File: src/rtl/bus_copy_master.sv
// bus_copy_master
//   Bus initiator that copies a block of 32-bit words from a source byte
//   address to a destination byte address over one req/ack/resp port.
//   Reads are issued ahead while read data is buffered in a small FIFO.
//   Writes drain that FIFO and take priority over new reads.
//
// Ports
//   clk_i, rst_i            clock (rising edge), async active-low reset
//   start_i                 one-cycle start pulse, honoured only when idle
//   src_addr_i, dst_addr_i  byte addresses; bits [1:0] are ignored
//   len_i                   number of words to copy (0 completes at once)
//   busy_o, done_o          transfer in progress / one-cycle completion
//   bus_req_o, bus_we_o     request valid / write (1) or read (0)
//   bus_addr_bo             word-aligned byte address
//   bus_be_bo, bus_wdata_bo byte enables (4'hF during requests), write data
//   bus_ack_i               request accepted when bus_req_o & bus_ack_i
//   bus_resp_i, bus_rdata_bi in-order read response and data
//
// state | meaning
// IDLE  | waiting for start_i
// RUN   | issuing reads/writes until the last write is accepted
// DONE  | one-cycle completion pulse
module bus_copy_master #(
  parameter int LEN_WIDTH  = 16,
  parameter int FIFO_DEPTH = 4
) (
  input  logic                 clk_i,
  input  logic                 rst_i,
  input  logic                 start_i,
  input  logic [31:0]          src_addr_i,
  input  logic [31:0]          dst_addr_i,
  input  logic [LEN_WIDTH-1:0] len_i,
  output logic                 busy_o,
  output logic                 done_o,
  output logic                 bus_req_o,
  output logic                 bus_we_o,
  output logic [31:0]          bus_addr_bo,
  output logic [3:0]           bus_be_bo,
  output logic [31:0]          bus_wdata_bo,
  input  logic                 bus_ack_i,
  input  logic                 bus_resp_i,
  input  logic [31:0]          bus_rdata_bi
);

  localparam int PW = (FIFO_DEPTH > 1) ? $clog2(FIFO_DEPTH) : 1;
  localparam int CW = PW + 1;
  localparam logic [CW:0] DEPTH_C = (CW+1)'(FIFO_DEPTH);

  typedef enum logic [1:0] {S_IDLE, S_RUN, S_DONE} state_t;

  state_t               state, state_nx;
  logic [LEN_WIDTH-1:0] rd_left, wr_left;
  logic [31:0]          rd_ptr, wr_ptr;
  logic [CW-1:0]        outstanding, fifo_cnt;
  logic [PW-1:0]        head, tail;
  logic [31:0]          mem [FIFO_DEPTH];
  logic                 hold_q, hold_we_q;

  logic                 in_run, start_acc, write_elig, read_elig, sel_we, req;
  logic                 rd_acc, wr_acc, push;
  logic [CW:0]          occ;

  logic                 unused_addr_bits;
  assign unused_addr_bits = ^{src_addr_i[1:0], dst_addr_i[1:0]};

  assign in_run     = (state == S_RUN);
  assign start_acc  = (state == S_IDLE) & start_i;
  assign occ        = {1'b0, outstanding} + {1'b0, fifo_cnt};
  assign write_elig = in_run & (fifo_cnt != '0);
  // Counting outstanding reads against free FIFO space reserves a slot for
  // every response, so the FIFO can never overflow.
  assign read_elig  = in_run & (rd_left != '0) & (occ < DEPTH_C);
  // A request presented but not yet accepted keeps its direction; the held
  // choice stays eligible because nothing else consumes its resources.
  assign sel_we     = hold_q ? hold_we_q : write_elig;
  assign req        = write_elig | read_elig;
  assign rd_acc     = req & ~sel_we & bus_ack_i;
  assign wr_acc     = req & sel_we & bus_ack_i;
  assign push       = in_run & bus_resp_i;

  // State register
  always_ff @(posedge clk_i or negedge rst_i) begin
    if (!rst_i) state <= S_IDLE;
    else        state <= state_nx;
  end

  // Next-state logic
  always_comb begin
    state_nx = state;
    case (state)
      S_IDLE: if (start_i) state_nx = (len_i == '0) ? S_DONE : S_RUN;
      S_RUN:  if (wr_acc && (wr_left == LEN_WIDTH'(1))) state_nx = S_DONE;
      S_DONE: state_nx = S_IDLE;
      default: state_nx = S_IDLE;
    endcase
  end

  // Outputs
  always_comb begin
    busy_o       = in_run;
    done_o       = (state == S_DONE);
    bus_req_o    = req;
    bus_we_o     = req & sel_we;
    bus_addr_bo  = '0;
    bus_be_bo    = 4'h0;
    bus_wdata_bo = '0;
    if (req) begin
      bus_addr_bo = sel_we ? wr_ptr : rd_ptr;
      bus_be_bo   = 4'hF;
      if (sel_we) bus_wdata_bo = mem[head];
    end
  end

  // Counters, pointers and request hold
  always_ff @(posedge clk_i or negedge rst_i) begin
    if (!rst_i) begin
      rd_left     <= '0;
      wr_left     <= '0;
      rd_ptr      <= '0;
      wr_ptr      <= '0;
      outstanding <= '0;
      fifo_cnt    <= '0;
      head        <= '0;
      tail        <= '0;
      hold_q      <= 1'b0;
      hold_we_q   <= 1'b0;
    end else if (start_acc) begin
      rd_left     <= len_i;
      wr_left     <= len_i;
      rd_ptr      <= {src_addr_i[31:2], 2'b00};
      wr_ptr      <= {dst_addr_i[31:2], 2'b00};
      outstanding <= '0;
      fifo_cnt    <= '0;
      head        <= '0;
      tail        <= '0;
      hold_q      <= 1'b0;
      hold_we_q   <= 1'b0;
    end else begin
      hold_q    <= in_run & req & ~bus_ack_i;
      hold_we_q <= sel_we;
      if (rd_acc) begin
        rd_left <= rd_left - LEN_WIDTH'(1);
        rd_ptr  <= rd_ptr + 32'd4;
      end
      if (wr_acc) begin
        wr_left <= wr_left - LEN_WIDTH'(1);
        wr_ptr  <= wr_ptr + 32'd4;
        head    <= head + PW'(1);
      end
      if (push) tail <= tail + PW'(1);
      case ({rd_acc, push})
        2'b10:   outstanding <= outstanding + CW'(1);
        2'b01:   outstanding <= outstanding - CW'(1);
        default: outstanding <= outstanding;
      endcase
      case ({push, wr_acc})
        2'b10:   fifo_cnt <= fifo_cnt + CW'(1);
        2'b01:   fifo_cnt <= fifo_cnt - CW'(1);
        default: fifo_cnt <= fifo_cnt;
      endcase
    end
  end

  // Read-data storage; contents are only observed through fifo_cnt/head.
  always_ff @(posedge clk_i) begin
    if (push) mem[tail] <= bus_rdata_bi;
  end

endmodule

File: config.mk
export PLATFORM = sky130hd
export DESIGN_NAME = bus_copy_master
export DESIGN_NICKNAME = d
export VERILOG_FILES = /design/src/rtl/bus_copy_master.sv
export SDC_FILE = /design/constraint.sdc
export NUM_CORES = 1
export LEC_CHECK = 0
export CAP_MARGIN = 20
export CORE_UTILIZATION = 25
export CTS_BUF_LIST = sky130_fd_sc_hd__clkbuf_16
export DETAILED_ROUTE_END_ITERATION = 8
export GPL_ROUTABILITY_DRIVEN = 0
export GPL_TIMING_DRIVEN = 0
export PLACE_DENSITY_LB_ADDON = 0.3
export SLEW_MARGIN = 20
export SYNTH_ARGS = -nofsm -noshare
export SYNTH_HDL_FRONTEND = slang
export SYNTH_SLANG_ARGS = --single-unit
File: constraint.sdc
create_clock -name clk_i -period 3 [get_ports clk_i]
set_input_delay 0.3 -clock clk_i [delete_from_list [all_inputs] [get_ports clk_i]]
set_output_delay 0.3 -clock clk_i [all_outputs]
set_load 0.01 [all_outputs]
Word level (Yosys, flattened, before mapping)
Memory sizes are Yosys's and may differ from the RTL's.
Index checks and enable logic that the tools add are counted.
- register bits after elaboration: 110
- word-level logic and storage cells: 88
- memories kept: 1
- ROM bits: 0
- bits of input ports: 117
- latch bits: 0
- RAM bits: 128
- memory list (memory ; words ; width ; read ports ; clocked after memory_dff ; wr ports ; line ; text):
    mem ; 4 ; 32 ; 1 ; 0 ; 1 ; 56 ; logic [31:0] mem [FIFO_DEPTH];
- add/sub/neg operators: 11
- div/mod/pow operators: 0
- reductions and logical operators: 11
- mux-type cells: 30
- order comparisons: 1
- $mul: 0
- shift-type cells: 0
- bitwise operators: 14
- equality and inequality tests: 9
- operator list (kind ; number):
    two-way mux 32 bit ; 8
    adder 32 x 3 -> 32 bit, second input constant ; 2
    two-way mux 16 bit ; 4
    subtractor 16 x 1 -> 16 bit, second input constant ; 2
    == test 16 x 1 -> 1 bit, second input constant ; 1
    zero test 16 bit ; 1
    nonzero test 16 bit ; 1
    two-way mux 2 bit ; 7
    case mux 3 bit (2 select lines) ; 2
    bitwise AND 1 bit ; 11
    nonzero test 3 bit ; 3
    adder 3 x 1 -> 3 bit, second input constant ; 2
    == test 2 x 1 -> 1 bit, second input constant ; 3
    == test 2 bit, second input constant ; 3
    two-way mux 3 bit ; 2
    nonzero test 2 bit ; 3
    subtractor 3 x 1 -> 3 bit, second input constant ; 2
    two-way mux 1 bit ; 5
    adder 2 x 1 -> 2 bit, second input constant ; 2
    adder 3 x 3 -> 4 bit ; 1
    < comparator 4 x 3 -> 1 bit, second input constant ; 1
    two-way mux 4 bit ; 1
    case mux 2 bit (2 select lines) ; 1
    zero test 2 bit ; 1
    6 further kinds ; 7

Longest topological paths before layout
Gate-level depths: netlist of run 1.
- depth after elaboration: 9
- depth in mapped cells: 17

Worst setup path after synthesis of run 1
No wires, ideal clock.
- path kind: reg-to-reg
- start point: register rd_left[0]
- end point: register fifo_cnt[2]
- slack: -0.149 ns
- stages on the path, launching flop included: 17
- path buffers: 4
- arrival time: 3.014 ns
- clock period less this slack: 3.149 ns
- library setup time: 0.136 ns
- path through: dfrtp_1 -> inv_1 -> ha_1 -> or3b_1 -> clkbuf_1 -> nor4_1 -> o22a_2 -> buf_6 -> inv_2 -> buf_6 -> nand2_2 -> buf_2 -> nor2_1 -> fa_1 -> nor4_1 -> o21a_1 -> nor3_1
- cells in the longest elaborated chain, start to end: 9
- ends and longest elaborated chain (item ; line ; text):
    start, declared ; 52 ; logic [LEN_WIDTH-1:0] rd_left, wr_left;
    start signal, assigned ; 128 ; rd_left <= len_i;
    start signal, assigned ; 142 ; rd_left <= rd_left - LEN_WIDTH'(1);
    nonzero test 16 bit (*) ; 72 ; assign read_elig = in_run & (rd_left != '0) & (occ < DEPTH_C);
    bitwise AND 1 bit (*) (2 in series) ; 72 ;
    OR 1 bit (*) ; 76 ; assign req = write_elig | read_elig;
    bitwise AND 1 bit (*) (2 in series) ; 78 ; assign wr_acc = req & sel_we & bus_ack_i;
    == test 2 x 1 -> 1 bit / == test 2 bit (equally long branches) ; 156 ; case ({push, wr_acc})
    case mux 3 bit (2 select lines) ; 156 ;
    two-way mux 3 bit ; 127 ; end else if (start_acc) begin
    end signal, assigned ; 157 ; 2'b10: fifo_cnt <= fifo_cnt + CW'(1);
    end signal, assigned ; 158 ; 2'b01: fifo_cnt <= fifo_cnt - CW'(1);
    end signal, assigned ; 159 ; default: fifo_cnt <= fifo_cnt;
    end, declared ; 54 ; logic [CW-1:0] outstanding, fifo_cnt;
Every way passes the cells marked *; elsewhere a longest branch is shown, timed or not.
A chain may end at the register's enable or synchronous reset.

Final worst setup path of run 1
- start point: register rd_left[0]
- end point: output bus_wdata_bo[3]
- cells in the longest elaborated chain, start to end: 5
- ends and longest elaborated chain (item ; line ; text):
    nonzero test 16 bit ; 72 ;
    bitwise AND 1 bit (2 in series) ; 72 ;
    OR 1 bit ; 76 ;
    two-way mux 32 bit ; 107 ; if (req) begin
    end, declared ; 39 ; output logic [31:0] bus_wdata_bo,
No other way between the ends.

==> results of run 1 <==
[power by group through the flow]
stage | Clock [W] | Sequential, W | Combinational, W
after global routing | 0.00343 | 0.00531 | 0.00886
after detailed placement | 0 | 0.00518 | 0.00698
after CTS | 0.00330 | 0.00516 | 0.00806
after global placement | 0 | 0.00517 | 0.00688
final | 0.00324 | 0.00520 | 0.00824
after floorplan | 0 | 0.00495 | 0.00385
[sequential cells by signal, indices dropped and copies added, names as in the netlist]
signal	cells
tail	2
fifo_cnt	3
mem	128
state	2
hold_q	1
outstanding	3
hold_we_q	1
wr_left	16
head	2
rd_ptr	30
wr_ptr	30
rd_left	16
[through the flow]
stage	std cells	instance area, µm²	total power, W
after global routing	1921	16100	0.0176
after detailed placement	1826	14300	0.0122
after global placement	1821	14200	0.0121
final	1921	16100	0.0167
after CTS	1909	15900	0.0165
after floorplan	1039	11600	0.00879
[logic make-up after synthesis]
group	share of synthesized area
multiplexers	0.0672
AND/OR/NAND/NOR	0.191
adder cells (fa/ha/maj)	0.0153
other	0.000323
XOR/XNOR	0.0211
flip-flops	0.559
buffers and inverters	0.0368
AO/OA/AOI/OAI	0.109
[worst register-to-register path, delay by kind of cell, from the launching register on]
kind / cells / cell delay [ns]
simple gates: 6 / 1.09
buf+inv: 6 / 0.59
fa+ha+maj: 2 / 0.57
compound gates: 2 / 0.41
flops: 1 / 0.37
[area by class of cell]
cell class	count	area (µm²)
fillers	4523	29500
flip-flops and latches	234	6500
multi-input cells	716	5050
repair buffers	236	2280
well taps	600	751
clock buffers	27	676
plain buffers	70	568
clock inverters	23	176
inverters	15	63.8
[synthesized netlist by cell type (all sizes together), types with 2 or more instances]
| master | count |
|---|---|
| edfxtp | 128 |
| nand4b | 2 |
| and4 | 4 |
| a311oi | 5 |
| mux4 | 32 |
| fa | 2 |
| o31ai | 4 |
| dfrtp | 106 |
| xnor2 | 22 |
| nor3b | 3 |
| o211ai | 21 |
| a21o | 5 |
| a211o | 2 |
| ha | 11 |
| nor4 | 23 |
| mux2i | 6 |
| a21oi | 60 |
| nor3 | 24 |
| or4 | 13 |
| or3 | 22 |
| inv | 14 |
| nand4 | 17 |
| and3 | 47 |
| xor2 | 6 |
| a211oi | 11 |
| buf | 25 |
| a221o | 8 |
| or2 | 7 |
| o311ai | 17 |
| nor4b | 4 |
| o31a | 2 |
| clkbuf | 47 |
| a31oi | 6 |
| nand2 | 165 |
| o21a | 2 |
| nand3 | 42 |
| nor2 | 54 |
| o221ai | 2 |
| o21ai | 38 |
| and2 | 8 |
| o22ai | 2 |
| nand2b | 3 |
[final timing paths]
path                                         to  depth (start not counted)
worst max-delay path            bus_wdata_bo[3]                         12
worst min-delay path                 wr_left[5]                          2
worst max register to register      fifo_cnt[2]                         16
worst min register to register   outstanding[2]                          1
max in group asynchronous           fifo_cnt[2]                          3
min in group clk_i                   rd_ptr[20]                          3
[cells in the final DEF, fill, tap and decap left out, types with 6 or more instances in the layout]
cell,n
buf_2,30
edfxtp_1,128
clkdlybuf4s50_1,113
mux2i_1,6
xor2_1,6
o21ai_0,35
dlygate4sd2_1,7
nor4_1,21
dfrtp_1,104
mux4_2,32
o211ai_1,21
ha_1,10
nand2_1,162
nand3_1,41
a21oi_2,19
or2_2,7
and3_1,18
clkbuf_16,32
and3_2,6
a31oi_1,6
clkbuf_1,32
nor3_1,21
buf_6,38
buf_4,45
or4_1,8
a211oi_1,11
or3_1,22
clkbuf_2,7
and3_4,23
a21oi_1,37
o311ai_0,17
xnor2_1,21
buf_12,11
nor2_1,50
nand4_1,17
inv_1,23
and2_1,8
a221o_1,8
[repair_timing]
item | CTS | global route
pin swaps | 10 | 8
hold buffers | 1 | 0
cloned | 4 | 2
setup endpoints to repair | 133 | 92
gates resized for setup | 408 | 27
endpoints found under the hold margin | 35 | 0
buffers inserted | 31 | 12
[per-layer routing]
metal,GRT usage,vias up,part of all wire
met2,0.283,391,0.47
li1,-,4438,-
met1,0.227,4803,0.42
met4,0.0566,2,0.032
met3,0.0399,76,0.080
met5,0,-,0.00031
==> summary.txt, run 1 <==
Worst setup path
  – CP max stage cell: or3b_4
  – FF-to-FF Start: rd_left[0]
  – CP Buf/Inv Count: 7
  – Crit path launch type: flip-flop
  – CP Launch Point: rd_left[0]
  – Arrival time worst endpoint: 2.97 ns
  – Critical Path End Type: output port
  – Largest fanout on the critical path: 8
  – Delay of the slowest critical-path stage: 0.41 ns
  – Slack of the worst reg-to-reg path: -0.15 ns
  – Critical path class: reg2out
  – Crit-path cells: inv_1, ha_2, or3b_4, nor4_4, o22a_2, buf_12, inv_6, buf_12, clkbuf_16, clkbuf_16, and3_4, buf_6
  – Delay-heaviest family, CP: simple AND/OR/NAND/NOR gates
  – Crit path required time: 2.70 ns

Logic synthesis
  – Ranking of synthesized cells by area: edfxtp_1, dfrtp_1, mux4_2
  – Mapped cell area: 11,600 µm²
  – Seq cells post-synth: 234
  – Syn avg cell area: 11.2 µm²
  – Yosys cell types: 73
  – EDFF count, synth: 128
  – Seq/Total Area, Yosys: 0.559
  – Predominant post-synthesis flop cell: edfxtp_1
  – FFs w/ async S/R, synth: 0.453
  – Synth top area share: 0.331
  – Synth Instances: 1,038
  – YS warnings: 0
  – Area leader, netlist: edfxtp_1

Floorplan
  – Area of the core: 45,600 µm²
  – Die area: 47,400 µm²
  – Die span in y: 218 µm
  – I/O pin cnt: 189
  – Initial Util: 0.255
  – Num rows: 78
  – Die W: 218 µm

Clock network
  – CTS Buf Count: 27
  – H-tree depth reported by CTS: 1
  – Max Buffers Root-to-Sink: 3
  – Clock Latency Late Sink: 0.56 ns
  – CTS clk-pin slew, worst paths: 0.06 ns
  – Sinks on the clock net: 234
  – CTS tree: done
  – Root buffer cell: clkbuf_16

Layout
  – Share of cells above drive strength 1: 0.235
  – Area Growth Syn to Fin: 38.1%
  – Antenna Cells: 0
  – Layout Utilization: 0.352
  – NumNets Final: 1,430

Detailed routing
  – DRT Wirelength: 41,700 µm
  – Via count: 9,710
  – WL/cell: 21.7 µm
  – Iteration-0 DRC Markers: 897
  – Final ANT Viol Nets: 0
  – Total iterations of the first detailed-routing run: 5
  – Drt via density: 5.05
  – DR DRC count: 0

Hold path
  – Type of the worst min-delay path: in2async

Timing
  – RSZ-0062 raised after global routing: true
  – Final worst setup slack: -0.271 ns
  – Final Hold Vio Count: 0
  – Fin crit period: 3.27 ns
  – Final slew viol count: 0
  – Final setup TNS: -11.33 ns
  – WHS: 0.233 ns
  – Layout Skew: 0.0178 ns
  – Worst-Margin Slew: 0.979 ns
  – Endpoints failing setup: 68
  – Achievable frequency: 306 MHz
  – Final period util: 1.09
  – Relative slew slack: 0.338

Outcome
  – Outcome: finished with violations
  – Failing checks: setup timing

Flow run
  – Max-Cap Viols: 0

Global routing
  – GR Util All Layers: 0.174
  – First-pass GRT wire length: 61,600 µm
  – Initial antenna violation count: 1
  – Largest net degree at the start of global routing: 72
  – Vias in the first global route: 9,695
  – Global route total overflow: 0

Power
  – Clk network pwr share: 0.194
  – Internal power: 0.0102 W
  – Sequential share of power: 0.312
  – Switching Power: 0.00648 W
  – Maximum VDD drop: 508 µV
  – Switch share: 0.388
  – Logic gate share of total power: 0.494
  – PD cells: 1040 nW/µm²
  – Leakage Power: 5.91 nW

Placement
  – I/O Buffers: 182
  – Place WS: -1.06 ns
  – HPWL Detailed: 28,700 µm
Power figures use the tool's default switching activity.
==> run 2: changes to the inputs <==
--- a/config.mk
+++ b/config.mk
@@ -6,13 +6,13 @@
 export NUM_CORES = 1
 export LEC_CHECK = 0
 export CAP_MARGIN = 20
-export CORE_UTILIZATION = 25
+export CORE_UTILIZATION = 49
 export CTS_BUF_LIST = sky130_fd_sc_hd__clkbuf_16
 export DETAILED_ROUTE_END_ITERATION = 8
 export GPL_ROUTABILITY_DRIVEN = 0
 export GPL_TIMING_DRIVEN = 0
 export PLACE_DENSITY_LB_ADDON = 0.3
-export SLEW_MARGIN = 20
+export SLEW_MARGIN = 40
 export SYNTH_ARGS = -nofsm -noshare
 export SYNTH_HDL_FRONTEND = slang
 export SYNTH_SLANG_ARGS = --single-unit
==> run 2 against run 1 <==
  * The run still ends with setup timing left
  * Die area fell by 49%
  * Combinational power is 5.6% higher
  * Sequential share of layout area grew 0.39 points
  * Core utilization grew 34 points
  * Clock power fell by 11%
  * Clock skew decreased by 0.0087 ns
  * Non-clock buffer count unchanged
  * Routed wire length decreased by 10%
  * Sequential power hardly changed
  * Clock-buffer cell count down 2
  * Critical endpoint is now bus_wdata_bo[2]
  * Largest cell class unchanged
  * Highest routed layer is now met4
==> summary.txt, run 2 (same netlist as run 1, synthesis figures left out) <==
Layout
  – Fin cells: 1,630 (-15%)
  – Sequential Area: 6500 µm² (unchanged)
  – Max reg flops: 128 (unchanged)
  – Share of cells above drive strength 1: 0.241 (+0.00679)
  – Design Area, Final: 15,900 µm² (-0.96%)
  – Multi-input gate area: 5220 µm² (+3.5%)
  – Filler cells: 1,615 (-64%)
  – NumNets Final: 1,428 (-0.14%)
  – Area Growth Syn to Fin: 36.8%
  – Commonest non-fill, non-tap cells in the layout: nand2_1, edfxtp_1, clkdlybuf4s50_1
  – Antenna Cells: 0 (unchanged)
  – Commonest non-fill, non-tap cell in the layout: nand2_1
  – Biggest register: mem
  – Biggest registers after layout: mem (128), rd_ptr (30), wr_ptr (30)

Clock network
  – Max Buffers Root-to-Sink: 3 (unchanged)
  – Root buffer cell: clkbuf_16
  – CTS clk-pin slew, worst paths: 0.06 ns (about the same)
  – H-tree depth reported by CTS: 1 (unchanged)
  – CTS tree: done
  – CTS Buf Count: 25 (-7.4%)
  – Clock Latency Late Sink: 0.54 ns (-0.02 ns)
  – Sinks on the clock net: 234 (unchanged)

Global routing
  – Busiest layer in global routing: met2
  – Global route total overflow: 0 (unchanged)
  – Initial antenna violation count: 0 (-1)
  – Met3 usage: 0.0733 (+0.0334)
  – First-pass GRT wire length: 55,700 µm (-9.5%)
  – Largest net degree at the start of global routing: 60 (-17%)
  – GR Util All Layers: 0.303 (+0.129)
  – Vias in the first global route: 9,917 (+2.3%)
  – GR Util met1: 0.390 (+0.162)
  – Met2 Resource Use GR: 0.486 (+0.203)

Timing
  – Achievable frequency: 300 MHz (-1.8%)
  – Fin crit period: 3.33 ns (+0.0601 ns)
  – Final period util: 1.11 (+0.0200)
  – Relative slew slack: 0.387 (+0.0490)
  – Endpoints failing setup: 70 (+2.9%)
  – Final Hold Vio Count: 0 (unchanged)
  – Layout Skew: 0.00906 ns (-0.00873 ns)
  – Final slew viol count: 0 (unchanged)
  – Final setup TNS: -13.86 ns (-2.53 ns)
  – Final worst setup slack: -0.331 ns (-0.0601 ns)
  – RSZ-0062 raised after global routing: true
  – Worst-Margin Slew: 0.919 ns (-0.0601 ns)

Power
  – Internal power: 0.0103 W (+0.48%)
  – Switching Power: 0.00654 W (+0.99%)
  – PD cells: 1060 nW/µm² (+1.6%)
  – Power Total: 0.0168 W (+0.67%)
  – Clk network pwr share: 0.172 (-0.022)
  – Leakage Power: 5.93 nW (+0.26%)
  – Switch share: 0.390 (+0.00120)
  – Sequential share of power: 0.310 (-0.002)
  – Maximum VDD drop: 693 µV (+36%)
  – Logic gate share of total power: 0.518 (+0.024)

Worst setup path
  – Arrival time worst endpoint: 3.03 ns (+0.06 ns)
  – CP Buf/Inv Count: 7 (unchanged)
  – Crit path required time: 2.70 ns (about the same)
  – Largest fanout on the critical path: 8 (unchanged)
  – Crit path launch type: flip-flop
  – CP max stage cell: or3b_4
  – Critical Path End Type: output port
  – Critical path class: reg2out
  – Crit-path cells: inv_1, ha_2, or3b_4, nor4_4, o22a_2, buf_12, inv_6, buf_12, clkbuf_16, clkbuf_16, and3_4, buf_6
  – Delay-heaviest family, CP: simple AND/OR/NAND/NOR gates
  – Delay of the slowest critical-path stage: 0.42 ns (about the same)

Floorplan
  – Die span in y: 156 µm (-28%)
  – Initial Util: 0.506 (+0.251)
  – Die W: 156 µm (-28%)
  – Num rows: 55 (-29%)
  – Area of the core: 23,000 µm² (-50%)
  – Die area: 24,300 µm² (-49%)
  – I/O pin cnt: 189 (unchanged)

Placement
  – DP Area: 14,000 µm² (-2.1%)
  – I/O Buffers: 182 (unchanged)
  – Dpl cells: 1,540 (-16%)
  – HPWL Detailed: 24,700 µm (-14%)
  – Place WS: -0.886 ns (+0.172 ns)

Outcome
  – Failing checks: setup timing
  – Outcome: finished with violations

Detailed routing
  – DRT Wirelength: 37,400 µm (-10%)
  – Total iterations of the first detailed-routing run: 5 (unchanged)
  – Drt via density: 6.25 (+24%)
  – DR DRC count: 0 (unchanged)
  – Iteration-0 DRC Markers: 895 (-0.22%)
  – WL/cell: 22.9 µm (+5.6%)
  – Via count: 10.2k (+4.9%)
  – Final ANT Viol Nets: 0 (unchanged)

Hold path
  – Type of the worst min-delay path: in2async

Flow run
  – Max-Cap Viols: 0 (unchanged)
-- run 2: through the flow --
step,utilization,hold WS [ns]
after floorplan,-,0.00441
after global placement,0.603,0.469
after detailed placement,0.610,0.272
after CTS,0.674,0.306
after global routing,0.692,0.323
final,0.692,0.289
-- run 2: final cells by class --
cell class                 instances  share of cell area
buffer                            69              0.0332
clock buffer                      25              0.0393
clock inverter                    21             0.00779
inverter                          15             0.00386
multi-input combinational        716               0.328
sequential                       234               0.409
tap                              313              0.0246
timing repair buffer             237               0.154
-- run 2: worst paths after layout --
check	from	endpoint	slack, ns	cells after the start
min in group clk_i	src_addr_i[13]	rd_ptr[13]	0.31	3
worst max register to register	rd_left[1]	fifo_cnt[2]	-0.31	17
worst min-delay path	rst_i	wr_left[13]	0.29	2
max in group asynchronous	rst_i	fifo_cnt[2]	2.07	3
worst max-delay path	rd_left[1]	bus_wdata_bo[2]	-0.33	12
worst min register to register	outstanding[2]	outstanding[2]	0.54	1
-- run 2: power groups by stage --
stage / Sequential [W] / Clock, W / Combinational, W
floorplan: 0.00495 / 0 / 0.00385
global placement: 0.00517 / 0 / 0.00644
detailed placement: 0.00519 / 0 / 0.00668
CTS: 0.00514 / 0.00289 / 0.00787
global route: 0.00530 / 0.00303 / 0.00919
finish: 0.00521 / 0.00289 / 0.00870
-- run 2: repair_timing --
action,4_1_cts,5_1_grt
endpoints found under the hold margin,58,0
pin swaps,10,10
resized for setup,410,92
setup buffers,29,16
hold buffers,1,0
setup endpoints to repair,108,106
gates cloned,6,1
-- run 2: per-layer routing --
| metal | share of wire | vias to the layer above |
|---|---|---|
| li1 | - | 4432 |
| met1 | 0.37 | 4919 |
| met5 | 0 | - |
| met3 | 0.11 | 146 |
| met4 | 0.050 | 0 |
| met2 | 0.47 | 692 |
==> run 3: changes to the inputs <==
--- a/config.mk
+++ b/config.mk
@@ -11,7 +11,7 @@
 export DETAILED_ROUTE_END_ITERATION = 8
 export GPL_ROUTABILITY_DRIVEN = 0
 export GPL_TIMING_DRIVEN = 0
-export PLACE_DENSITY_LB_ADDON = 0.3
+export PLACE_DENSITY = 0.77
 export SLEW_MARGIN = 40
 export SYNTH_ARGS = -nofsm -noshare
 export SYNTH_HDL_FRONTEND = slang
==> run 3 against run 2 <==
  * The run still ends with setup timing left
  * Clock-buffer cell count rose by 1
  * Register-to-register slack improved by 0.17 ns
  * Worst setup slack improved by 0.060 ns
  * Design area down 1.5%
  * Critical path type unchanged
  * Highest routed layer unchanged
==> summary.txt, run 3 (same netlist as run 1, synthesis figures left out) <==
Global routing
  – GR Util All Layers: 0.306 (+0.00314)
  – Vias in the first global route: 9,871 (-0.46%)
  – Initial antenna violation count: 0 (unchanged)
  – Global route total overflow: 0 (unchanged)
  – First-pass GRT wire length: 56,400 µm (+1.2%)
  – Largest net degree at the start of global routing: 70 (+17%)

Timing
  – Relative slew slack: 0.461 (+0.0739)
  – Final Hold Vio Count: 0 (unchanged)
  – Final slew viol count: 0 (unchanged)
  – Fin crit period: 3.27 ns (-0.0603 ns)
  – Worst-Margin Slew: 0.808 ns (-0.111 ns)
  – Achievable frequency: 306 MHz (+1.8%)
  – Endpoints failing setup: 62 (-11%)
  – RSZ-0062 raised after global routing: true
  – Final period util: 1.09 (-0.0201)
  – Final worst setup slack: -0.271 ns (+0.0603 ns)
  – Layout Skew: 0.0168 ns (+0.00778 ns)

Layout
  – Sequential Area: 6500 µm² (unchanged)
  – Layout Utilization: 0.681 (-0.0106)
  – Antenna Cells: 0 (unchanged)
  – NumNets Final: 1,423 (-0.35%)
  – Commonest non-fill, non-tap cell in the layout: nand2_1
  – Filler cells: 1,673 (+3.6%)
  – Biggest registers after layout: mem (128), rd_ptr (30), wr_ptr (30)
  – Share of cells above drive strength 1: 0.221 (-0.0203)
  – Biggest register: mem
  – Area Growth Syn to Fin: 34.7%
  – Max reg flops: 128 (unchanged)
  – Multi-input gate area: 5120 µm² (-2.0%)
  – Design Area, Final: 15,700 µm² (-1.5%)
  – Commonest non-fill, non-tap cells in the layout: nand2_1, edfxtp_1, clkdlybuf4s50_1

Clock network
  – Sinks on the clock net: 234 (unchanged)
  – CTS tree: done
  – CTS clk-pin slew, worst paths: 0.06 ns (about the same)
  – H-tree depth reported by CTS: 1 (unchanged)
  – CTS Buf Count: 26 (+4.0%)
  – Clock Latency Late Sink: 0.55 ns (about the same)
  – Root buffer cell: clkbuf_16
  – Max Buffers Root-to-Sink: 3 (unchanged)

Floorplan
  – Area of the core: 23,000 µm² (unchanged)
  – Num rows: 55 (unchanged)
  – Die W: 156 µm (unchanged)
  – I/O pin cnt: 189 (unchanged)
  – Die area: 24,300 µm² (unchanged)
  – Die span in y: 156 µm (unchanged)
  – Initial Util: 0.506 (unchanged)

Worst setup path
  – CP Launch Point: rd_left[1]
  – Slack of the worst reg-to-reg path: -0.14 ns (+0.17 ns)
  – FF-to-FF Start: rd_left[1]
  – Largest fanout on the critical path: 5 (-3)
  – Critical Path End Type: output port
  – Arrival time worst endpoint: 2.97 ns (-0.06 ns)
  – Critical path class: reg2out
  – Crit path launch type: flip-flop
  – Crit path required time: 2.70 ns (about the same)
  – Worst R2R End: fifo_cnt[2]
  – Cells on worst reg2reg path: 17 (unchanged)

Placement
  – HPWL Detailed: 24,400 µm (-1.1%)
  – DP Area: 14,000 µm² (-0.36%)
  – I/O Buffers: 182 (unchanged)

Detailed routing
  – DR DRC count: 0 (unchanged)
  – Drt via density: 6.25 (about the same)
  – DRT Wirelength: 37,700 µm (+0.89%)
  – Final ANT Viol Nets: 0 (unchanged)
  – Iteration-0 DRC Markers: 1,176 (+31%)
  – WL/cell: 23.2 µm (+1.3%)
  – Via count: 10.2k (-0.36%)
  – Total iterations of the first detailed-routing run: 6 (+1)

Outcome
  – Failing checks: setup timing
  – Outcome: finished with violations

Power
  – PD cells: 1050 nW/µm² (-0.33%)
  – Leakage Power: 5.84 nW (-1.5%)
  – Maximum VDD drop: 674 µV (-2.8%)

Flow run
  – Max-Cap Viols: 0 (unchanged)

Hold path
  – Type of the worst min-delay path: in2async
-- run 3: cell type report --
class	instances	area share
clock buffers	26	0.0416
repair buffers	231	0.149
clock inverters	20	0.00751
well taps	313	0.0250
inverters	15	0.00392
plain buffers	69	0.0309
multi-input cells	716	0.327
flip-flops and latches	234	0.415
-- run 3: per-layer routing --
layer  part of all wire  global-route usage  up-vias
met1               0.38               0.406     4937
met3               0.11              0.0678      140
met5                  0                   0        -
li1                   -                   -     4418
met2               0.47               0.489      657
met4              0.043               0.125        0
-- run 3: per-stage QoR --
step	setup slack, ns	power, W	cells	hold WS (ns)	setup TNS, ns
after floorplan	0.0399	0.00879	1039	0.00441	0
after global placement	-2.67	0.0116	1534	0.474	-319.14
after detailed placement	-0.835	0.0118	1538	0.199	-36.15
after CTS	-0.231	0.0159	1619	0.237	-10.40
after global routing	-0.316	0.0172	1624	0.255	-13.79
final	-0.271	0.0165	1624	0.227	-10.43
-- run 3: what timing repair did --
item | CTS | global route
gates cloned | 7 | 0
endpoints found under the setup margin | 86 | 81
buffers inserted | 29 | 13
endpoints found under the hold margin | 37 | 0
gates resized for setup | 363 | 52
pin swaps | 9 | 6
hold buffers | 1 | 0
-- run 3: where the power goes --
part | switching [W] | internal [W] | total, W
registers | 0.000903 | 0.00433 | 0.00524
logic | 0.00426 | 0.00410 | 0.00835
clock network | 0.00131 | 0.00158 | 0.00289
-- run 3: worst max-delay path by stage --
stage               cells after the start                to  slack (ns)
global placement                        1        wr_ptr[10]       -2.67
detailed placement                     13    outstanding[2]       -0.84
global route                           12  bus_wdata_bo[20]       -0.32
floorplan                              16       fifo_cnt[2]        0.04
CTS                                    12   bus_wdata_bo[2]       -0.23
finish                                 12  bus_wdata_bo[20]       -0.27
-- run 3: critical path, stage by stage (launching register included) --
cell and delay, ns:
dfrtp_1 0.39, inv_1 0.07, ha_2 0.17, or3b_4 0.41, nor4_4 0.31, o22a_2 0.21
buf_12 0.12, inv_6 0.03, buf_8 0.11, clkbuf_16 0.16, clkbuf_16 0.16, and3_4 0.16
buf_6 0.11
